$ cat src/rtl/univ_shift_pkg.sv
// rtl/univ_shift_pkg.sv - op codes, FSM states and single-step datapath for the universal shift register
package univ_shift_pkg;

  // Widest register the step function can serve; callers pass their own width.
  localparam int MAX_W = 64;
  localparam int IDX_W = $clog2(MAX_W);

  typedef enum logic [2:0] {
    LOAD  = 3'b000,
    SHL   = 3'b001,
    SHR   = 3'b010,
    ROL   = 3'b011,
    ROR   = 3'b100,
    ASR   = 3'b101,
    CLEAR = 3'b110,
    NOP   = 3'b111
  } op_e;

  typedef enum logic {
    IDLE  = 1'b0,
    SHIFT = 1'b1
  } state_e;

  // One single-bit step of op on the low 'width' bits of q; bits above width come back as 0.
  // LOAD and NOP leave q unchanged here since the parallel value is handled by the caller.
  function automatic logic [MAX_W-1:0] shift_step(
    input logic [MAX_W-1:0] q,
    input op_e              op,
    input logic             sin_l,
    input logic             sin_r,
    input int               width
  );
    logic [MAX_W-1:0] sl;
    logic [MAX_W-1:0] sr;
    logic [MAX_W-1:0] r;
    logic             msb;
    logic             lsb;
    sl  = q << 1;
    sr  = q >> 1;
    msb = q[IDX_W'(width - 1)];
    lsb = q[0];
    r   = '0;
    for (int i = 0; i < MAX_W; i++) begin
      if (i < width) begin
        case (op)
          SHL:     r[i] = (i == 0)         ? sin_r : sl[i];
          SHR:     r[i] = (i == width - 1) ? sin_l : sr[i];
          ROL:     r[i] = (i == 0)         ? msb   : sl[i];
          ROR:     r[i] = (i == width - 1) ? lsb   : sr[i];
          ASR:     r[i] = (i == width - 1) ? msb   : sr[i];
          CLEAR:   r[i] = 1'b0;
          default: r[i] = q[i];
        endcase
      end
    end
    return r;
  endfunction

endpackage

$ cat src/rtl/univ_shift_register.sv
// rtl/univ_shift_register.sv - universal shift register with start/busy/done multi-step commands
module univ_shift_register
  import univ_shift_pkg::*;
#(
  parameter int WIDTH = 8,
  parameter int CNT_W = 4
) (
  input  logic             clk,
  input  logic             rst,
  input  logic             start,
  input  logic [2:0]       op,
  input  logic [CNT_W-1:0] count,
  input  logic [WIDTH-1:0] load_data,
  input  logic             sin_l,
  input  logic             sin_r,
  output logic [WIDTH-1:0] q,
  output logic             sout_l,
  output logic             sout_r,
  output logic             busy,
  output logic             done
);

  state_e           state, state_nxt;
  op_e              op_q, op_nxt;
  logic [CNT_W-1:0] rem_q, rem_nxt;
  logic [WIDTH-1:0] q_nxt;
  logic             busy_nxt;
  logic             done_nxt;
  logic [WIDTH-1:0] q_step;

  // Serial outputs are taps straight off the register.
  assign sout_l = q[WIDTH-1];
  assign sout_r = q[0];

  // One step of the latched op; serial inputs are taken live at each step edge.
  assign q_step = WIDTH'(shift_step(MAX_W'(q), op_q, sin_l, sin_r, WIDTH));

  // State, data and handshake registers; reset aborts any command without a done pulse.
  always_ff @(posedge clk) begin
    if (rst) begin
      state <= IDLE;
      op_q  <= LOAD;
      rem_q <= '0;
      q     <= '0;
      busy  <= 1'b0;
      done  <= 1'b0;
    end else begin
      state <= state_nxt;
      op_q  <= op_nxt;
      rem_q <= rem_nxt;
      q     <= q_nxt;
      busy  <= busy_nxt;
      done  <= done_nxt;
    end
  end

  // Command acceptance in IDLE and step/countdown in SHIFT; start while busy is dropped.
  always_comb begin
    state_nxt = state;
    op_nxt    = op_q;
    rem_nxt   = rem_q;
    q_nxt     = q;
    busy_nxt  = busy;
    done_nxt  = 1'b0;
    case (state)
      IDLE: begin
        busy_nxt = 1'b0;
        if (start) begin
          case (op_e'(op))
            LOAD: begin
              q_nxt    = load_data;
              done_nxt = 1'b1;
            end
            CLEAR: begin
              q_nxt    = '0;
              done_nxt = 1'b1;
            end
            NOP: begin
              done_nxt = 1'b1;
            end
            default: begin
              if (count == '0) begin
                done_nxt = 1'b1;
              end else begin
                op_nxt    = op_e'(op);
                rem_nxt   = count;
                busy_nxt  = 1'b1;
                state_nxt = SHIFT;
              end
            end
          endcase
        end
      end
      SHIFT: begin
        q_nxt   = q_step;
        rem_nxt = rem_q - CNT_W'(1);
        if (rem_q == CNT_W'(1)) begin
          busy_nxt  = 1'b0;
          done_nxt  = 1'b1;
          state_nxt = IDLE;
        end
      end
      default: begin
        state_nxt = IDLE;
        busy_nxt  = 1'b0;
      end
    endcase
  end

endmodule

$ cat config.mk
export PLATFORM = sky130hd
export DESIGN_NAME = univ_shift_register
export DESIGN_NICKNAME = d
export VERILOG_FILES = /design/src/rtl/univ_shift_pkg.sv /design/src/rtl/univ_shift_register.sv
export SDC_FILE = /design/constraint.sdc
export NUM_CORES = 1
export LEC_CHECK = 0
export CORE_AREA = 2 2 64 66
export CTS_CLUSTER_SIZE = 16
export DETAILED_ROUTE_END_ITERATION = 10
export DIE_AREA = 0 0 66 68
export GPL_ROUTABILITY_DRIVEN = 0
export RECOVER_POWER = 25
export SLEW_MARGIN = 20
export SYNTH_ARGS = -nofsm -noshare
export SYNTH_HDL_FRONTEND = slang
export SYNTH_SLANG_ARGS = --single-unit
$ cat constraint.sdc
create_clock -name clk -period 1.56 [get_ports clk]
set_input_delay 0.234 -clock clk [delete_from_list [all_inputs] [get_ports clk]]
set_output_delay 0.234 -clock clk [all_outputs]
set_load 0.01 [all_outputs]
## Yosys cells after proc, flatten, opt, wreduce, memory -nomap -nowiden

Cells that the tools add are included.

| operators by class | value |
|---|---|
| $add $sub $neg | 1 |
| multiply operators | 0 |
| divide/modulo/power cells | 0 |
| magnitude comparators | 0 |
| equal/unequal tests | 17 |
| shift-type cells | 0 |
| multiplexer cells | 27 |
| bitwise gates (word level) | 3 |
| reductions and logical operators | 10 |

Operator list:

| kind | count |
|---|---|
| $pmux W8 S2 | 2 |
| $pmux W1 S3 | 6 |
| $eq A3 B3 Y1 const B | 5 |
| $mux W4 | 3 |
| $reduce_and A3 Y1 | 4 |
| $ne A5 B2 Y1 const B | 2 |
| $mux W1 | 9 |
| $mux W8 | 1 |
| $pmux W1 S4 | 2 |
| $pmux W4 S2 | 1 |
| $eq A3 B2 Y1 const B | 2 |
| $ne A2 B2 Y1 const B | 3 |
| $pmux W1 S2 | 3 |
| $reduce_or A3 Y1 | 2 |
| $eq A4 B1 Y1 const B | 1 |
| $logic_not A4 Y1 | 1 |
| $ne A4 B3 Y1 const B | 1 |
| $reduce_and A4 Y1 | 1 |
| $sub A4 B1 Y4 const B | 1 |
| $eq A3 B1 Y1 const B | 1 |
| $logic_not A3 Y1 | 1 |
| $ne A3 B1 Y1 const B | 1 |
| $not A1 Y1 | 3 |
| $ne A2 B1 Y1 const B | 1 |
| $reduce_or A2 Y1 | 1 |

| word-level totals | value |
|---|---|
| flip-flop bits (word level) | 18 |
| bits in latches | 0 |
| RAM bits | 0 |
| bits in read-only memories | 0 |
| bits of input ports | 20 |
| memories kept | 0 |

## Longest topological paths before layout

| depth | value |
|---|---|
| depth after elaboration | 5 |
| mapped depth | 7 |
| depth with buffers taken out | 6 |

## Least setup slack after synthesis

Ideal clock, no wire load.

| timing | value |
|---|---|
| kind | reg-to-reg |
| start point | reg op_q[2] |
| end point | reg q[4] |
| data arrival time | 1.446 ns |
| required time | 1.480 ns |
| setup slack | 0.034 ns |
| cell stages (with the launch flop) | 8 |
| path buffers | 2 |
| path through | dfxtp_1 > buf_2 > inv_1 > ha_1 > nand4b_2 > and2_1 > buf_6 > a211oi_2 |

| on the way | value |
|---|---|
| word-level cells in the longest chain between the ends | 4 |
| elaborated cells on any way between the ends | 12 |
| those cells by class | 7 x eq/ne; 2 x mux; 3 x reduce/logical |

RTL lines:

| what | RTL line | RTL |
|---|---|---|
| from (decl) | univ_shift_register.sv:24 | `op_e op_q, op_nxt;` |
| from (signal assigned) | univ_shift_register.sv:49 | `op_q <= op_nxt;` |
| $eq A3 B3 Y1, or another cell as far along | univ_shift_pkg.sv:45 | `case (op)` |
| $reduce_or A3 Y1 (no line) or $reduce_or A2 Y1 (tied branches) | - |  |
| $pmux W1 S3 or $ne A4 B3 Y1 (tied branches) | - |  |
| $pmux W8 S2 or $reduce_and A3 Y1 (tied branches) | - |  |
| to (signal assigned) | univ_shift_register.sv:51 | `q <= q_nxt;` |
| to (decl) | univ_shift_register.sv:16 | `output logic [WIDTH-1:0] q,` |

Several ways; a longest one is shown, not always the timed one.
A chain may end at the register's enable or synchronous reset.

## Worst setup path after layout

| timing | value |
|---|---|
| start point | in count[2] |
| end point | reg rem_q[3] |

| on the way | value |
|---|---|
| word-level cells in the longest chain between the ends | 3 |

RTL lines:

| what | RTL line | RTL |
|---|---|---|
| from (decl) | univ_shift_register.sv:12 | `input logic [CNT_W-1:0] count,` |
| $logic_not A4 Y1 | univ_shift_register.sv:82 | `if (count == '0) begin` |
| $ne A2 B2 Y1 (no line) | - |  |
| $reduce_and A3 Y1 (no line) | - |  |
| to (signal assigned) | univ_shift_register.sv:50 | `rem_q <= rem_nxt;` |
| to (decl) | univ_shift_register.sv:25 | `logic [CNT_W-1:0] rem_q, rem_nxt;` |

No other way between the ends.

==> results.json <==
{
  "ys_seq_elements": 18,
  "syn-cell-area_sq_um": 1140,
  "die_h_microns": 68,
  "yosys-mux-area-fraction": 0.04610,
  "synth_seq_area_share": 0.3161,
  "synth_ff_type": "dfxtp_1",
  "clock_latency_ns": 0.26,
  "start_kind": "input port",
  "grt_first_pass_wirelength_microns": 5395,
  "worst-slew-pin-transition_ns": 0.3906,
  "synth_area_leaders": "dfxtp_1 (32%), a211oi_2 (5.5%), a222oi_1 (4.4%)",
  "synth-xor-area-share": 0.02305,
  "rows": 23,
  "critPathKind": "in -> reg",
  "ctsHtreeMaxLevel": 1,
  "finalClockSkew_ns": 0.001124,
  "hpwlAfterDp_microns": 2488,
  "final_hold_viol_count": 0,
  "critical_path_required_ns": 1.73,
  "root_buffer": "clkbuf_8",
  "ys_types": 45,
  "critical_path.max_stage_delay_ns": 0.42,
  "maxSlewHeadroom": 0.7372,
  "utilization": 0.4413,
  "p_comb_frac": 0.337,
  "p_switching_uw": 450.3,
  "status": "completed",
  "vdd_drop_max_uv": 340.7,
  "die_x_microns": 66,
  "diodes": 0,
  "grt-ovfl-total": 0,
  "crit_path_end_kind": "flip-flop",
  "via_count": 1167,
  "drive_gt1_frac": 0.2674,
  "synth.top_cell.area_share": 0.3161,
  "p_seq_frac": 0.393,
  "antenna_left": 0,
  "cp_max_fo": 5,
  "min_path_type": "in -> reg",
  "drtIter0Drc": 61,
  "cts_setup_buffers": 0,
  "postCtsHoldBufs": 0,
  "cp.arrival_ns": 1.66,
  "maxCapViolations": 0,
  "dieArea_sq_um": 4488,
  "clock_power_share": 0.270,
  "path_delay_family": "simple AND/OR/NAND/NOR gates",
  "synth_fa_ha_area_frac": 0.03293,
  "cts_tree": "yes",
  "start_util": 0.2956,
  "place_ws_ns": -0.4138,
  "drc_errors": 0,
  "drt_pre_antenna_iters": 6,
  "nets": 196,
  "min_period_ns": 1.490,
  "cp.buffers_inverters": 1,
  "period_share": 0.9552,
  "rsz0062_at_grt": "no",
  "synthSimpleGateAreaFrac": 0.1987,
  "area_growth_pct": 49.29,
  "slew_violations": 0,
  "track_usage": 0.1512,
  "clk_path_buf_depth": 2,
  "yosys_warnings": 0,
  "grt_pass1_vias": 1178,
  "antenna_found_initial": 0,
  "place_area_sq_um": 1638,
  "drt-wirelength-per-cell_microns": 14.42,
  "synth_cells": 122,
  "cts_buffers": 3,
  "crit_slowest_cell": "clkdlybuf4s50_1",
  "viasPerCell": 5.257,
  "cp_cell_sequence": "clkdlybuf4s50_1 > nor4_1 > or3_1 > a221oi_1 > a211oi_1",
  "finalWirelength_microns": 3202,
  "power_per_cell_area_nw_per_um2": 855.7,
  "synth_edf_count": 0,
  "ioPinCount": 32,
  "p_int_uw": 1006,
  "synth_fp_nets": 145,
  "avgSynthCellArea_sq_um": 9.343,
  "setup_slack_ns": 0.06984,
  "setup_viol": 0,
  "cts.sinks": 18,
  "fmax_ghz": 0.6711,
  "synth_top_family_by_area": "compound AO/OA/AOI/OAI gates",
  "synth_area_leader_cell": "dfxtp_1",
  "synth-compound-area-share": 0.3249,
  "async_flop_share": 0,
  "portBuffers": 31,
  "netSwitchingFraction": 0.3093,
  "leakage_uw": 0.0006600,
  "fillers": 401,
  "grt_start_max_net_pins": 12,
  "core-area_sq_um": 3856,
  "clk_pin_slew_worst_paths_ns": 0.07,
  "stdcell_area_sq_um": 1702
}
what timing repair did:
action                     CTS  global route
resized for setup            6             6
pin swaps                    1             6
setup endpoints to repair   14             8
worst reg2reg max path: stages, from the launching register on:
cell and delay [ns]:
dfxtp_2 0.35, nand2b_1 0.20, and3_1 0.27, a222oi_1 0.41, a211oi_2 0.11
cell type report:
type                            instances  area [sq um]  area share
Sequential cell                        18         365.4      0.2147
Clock buffer                            4         55.05     0.03235
Tap cell                               50         62.56     0.03676
Timing Repair Buffer                   54         478.0      0.2809
Inverter                                5         18.77     0.01103
Multi-Input combinational cell         91         721.9      0.4243
worst paths after layout:
kind	start	to	slack [ns]	depth (start not counted)
hold / removal	op[0]	op_q[0]$_SDFFE_PP0P_	0.39	4
hold reg to reg	rem_q[0]$_SDFFE_PP0P_	rem_q[0]$_SDFFE_PP0P_	0.54	1
setup reg to reg	op_q[1]$_SDFFE_PP0P_	q[3]$_SDFFE_PP0P_	0.10	4
setup / recovery	count[2]	rem_q[3]$_SDFFE_PP0P_	0.07	5
flip-flops by register name (all words and copies together) (netlist names):
signal	cells
op_q	3
state	1
q	8
done	1
busy	1
rem_q	4
power by group through the flow:
stage	registers, uW	logic [uW]	clock network (uW)
floorplan	573	269	0
global placement	577	477	0
detailed placement	580	485	0
CTS	570	491	397
global route	579	539	423
finish	572	490	394
cell families (layout without fill, tap and decap cells):
kind of cell | after synthesis | in the layout
AOI/OAI and AO/OA | 44 | 44
xor gates and xnor gates | 3 | 3
adders and majority gates | 3 | 3
buffers and inverters | 13 | 63
DFF | 18 | 18
muxes | 5 | 5
and+or+nand+nor | 36 | 36
Yosys cell counts (all sizes together) (5+ instances only):
master and number:
nand2b 8, inv 5, a211oi 11, nor2 7, dfxtp 18, a222oi 5
buf 6, nand2 6, a21oi 9
metal layers:
metal  up-vias  global-route usage  part of all wire
li1        570                   -                 -
met1       549              0.2050              0.47
met2        46              0.2412              0.46
met3         2             0.03289             0.066
met4         0             0.04592            0.0034
met5         -                   0                 0
through the flow:
step	std cells	hold slack [ns]	TNS (ns)	total power [uW]
global route	222	0.4634	0	1541
global placement	218	0.5158	-4.421	1055
detailed placement	218	0.5362	-5.421	1065
floorplan	122	0.3812	0	841.1
CTS	222	0.5404	0	1458
finish	222	0.3944	0	1456
cell usage in the layout (no fill, tap or decap), drive strengths merged, types with 3 or more instances in the layout:
cell and count:
mux2i 3, dlygate4sd2 3, clkbuf 5, o21ai 3, dfxtp 18, a211oi 11
inv 5, a221oi 3, buf 22, a222oi 5, ha 3, nor2 7
a21oi 9, nand2b 8, clkdlybuf4s50 25, nand2 6, nor3 3
Note: power is estimated with default switching activity, not from simulation.
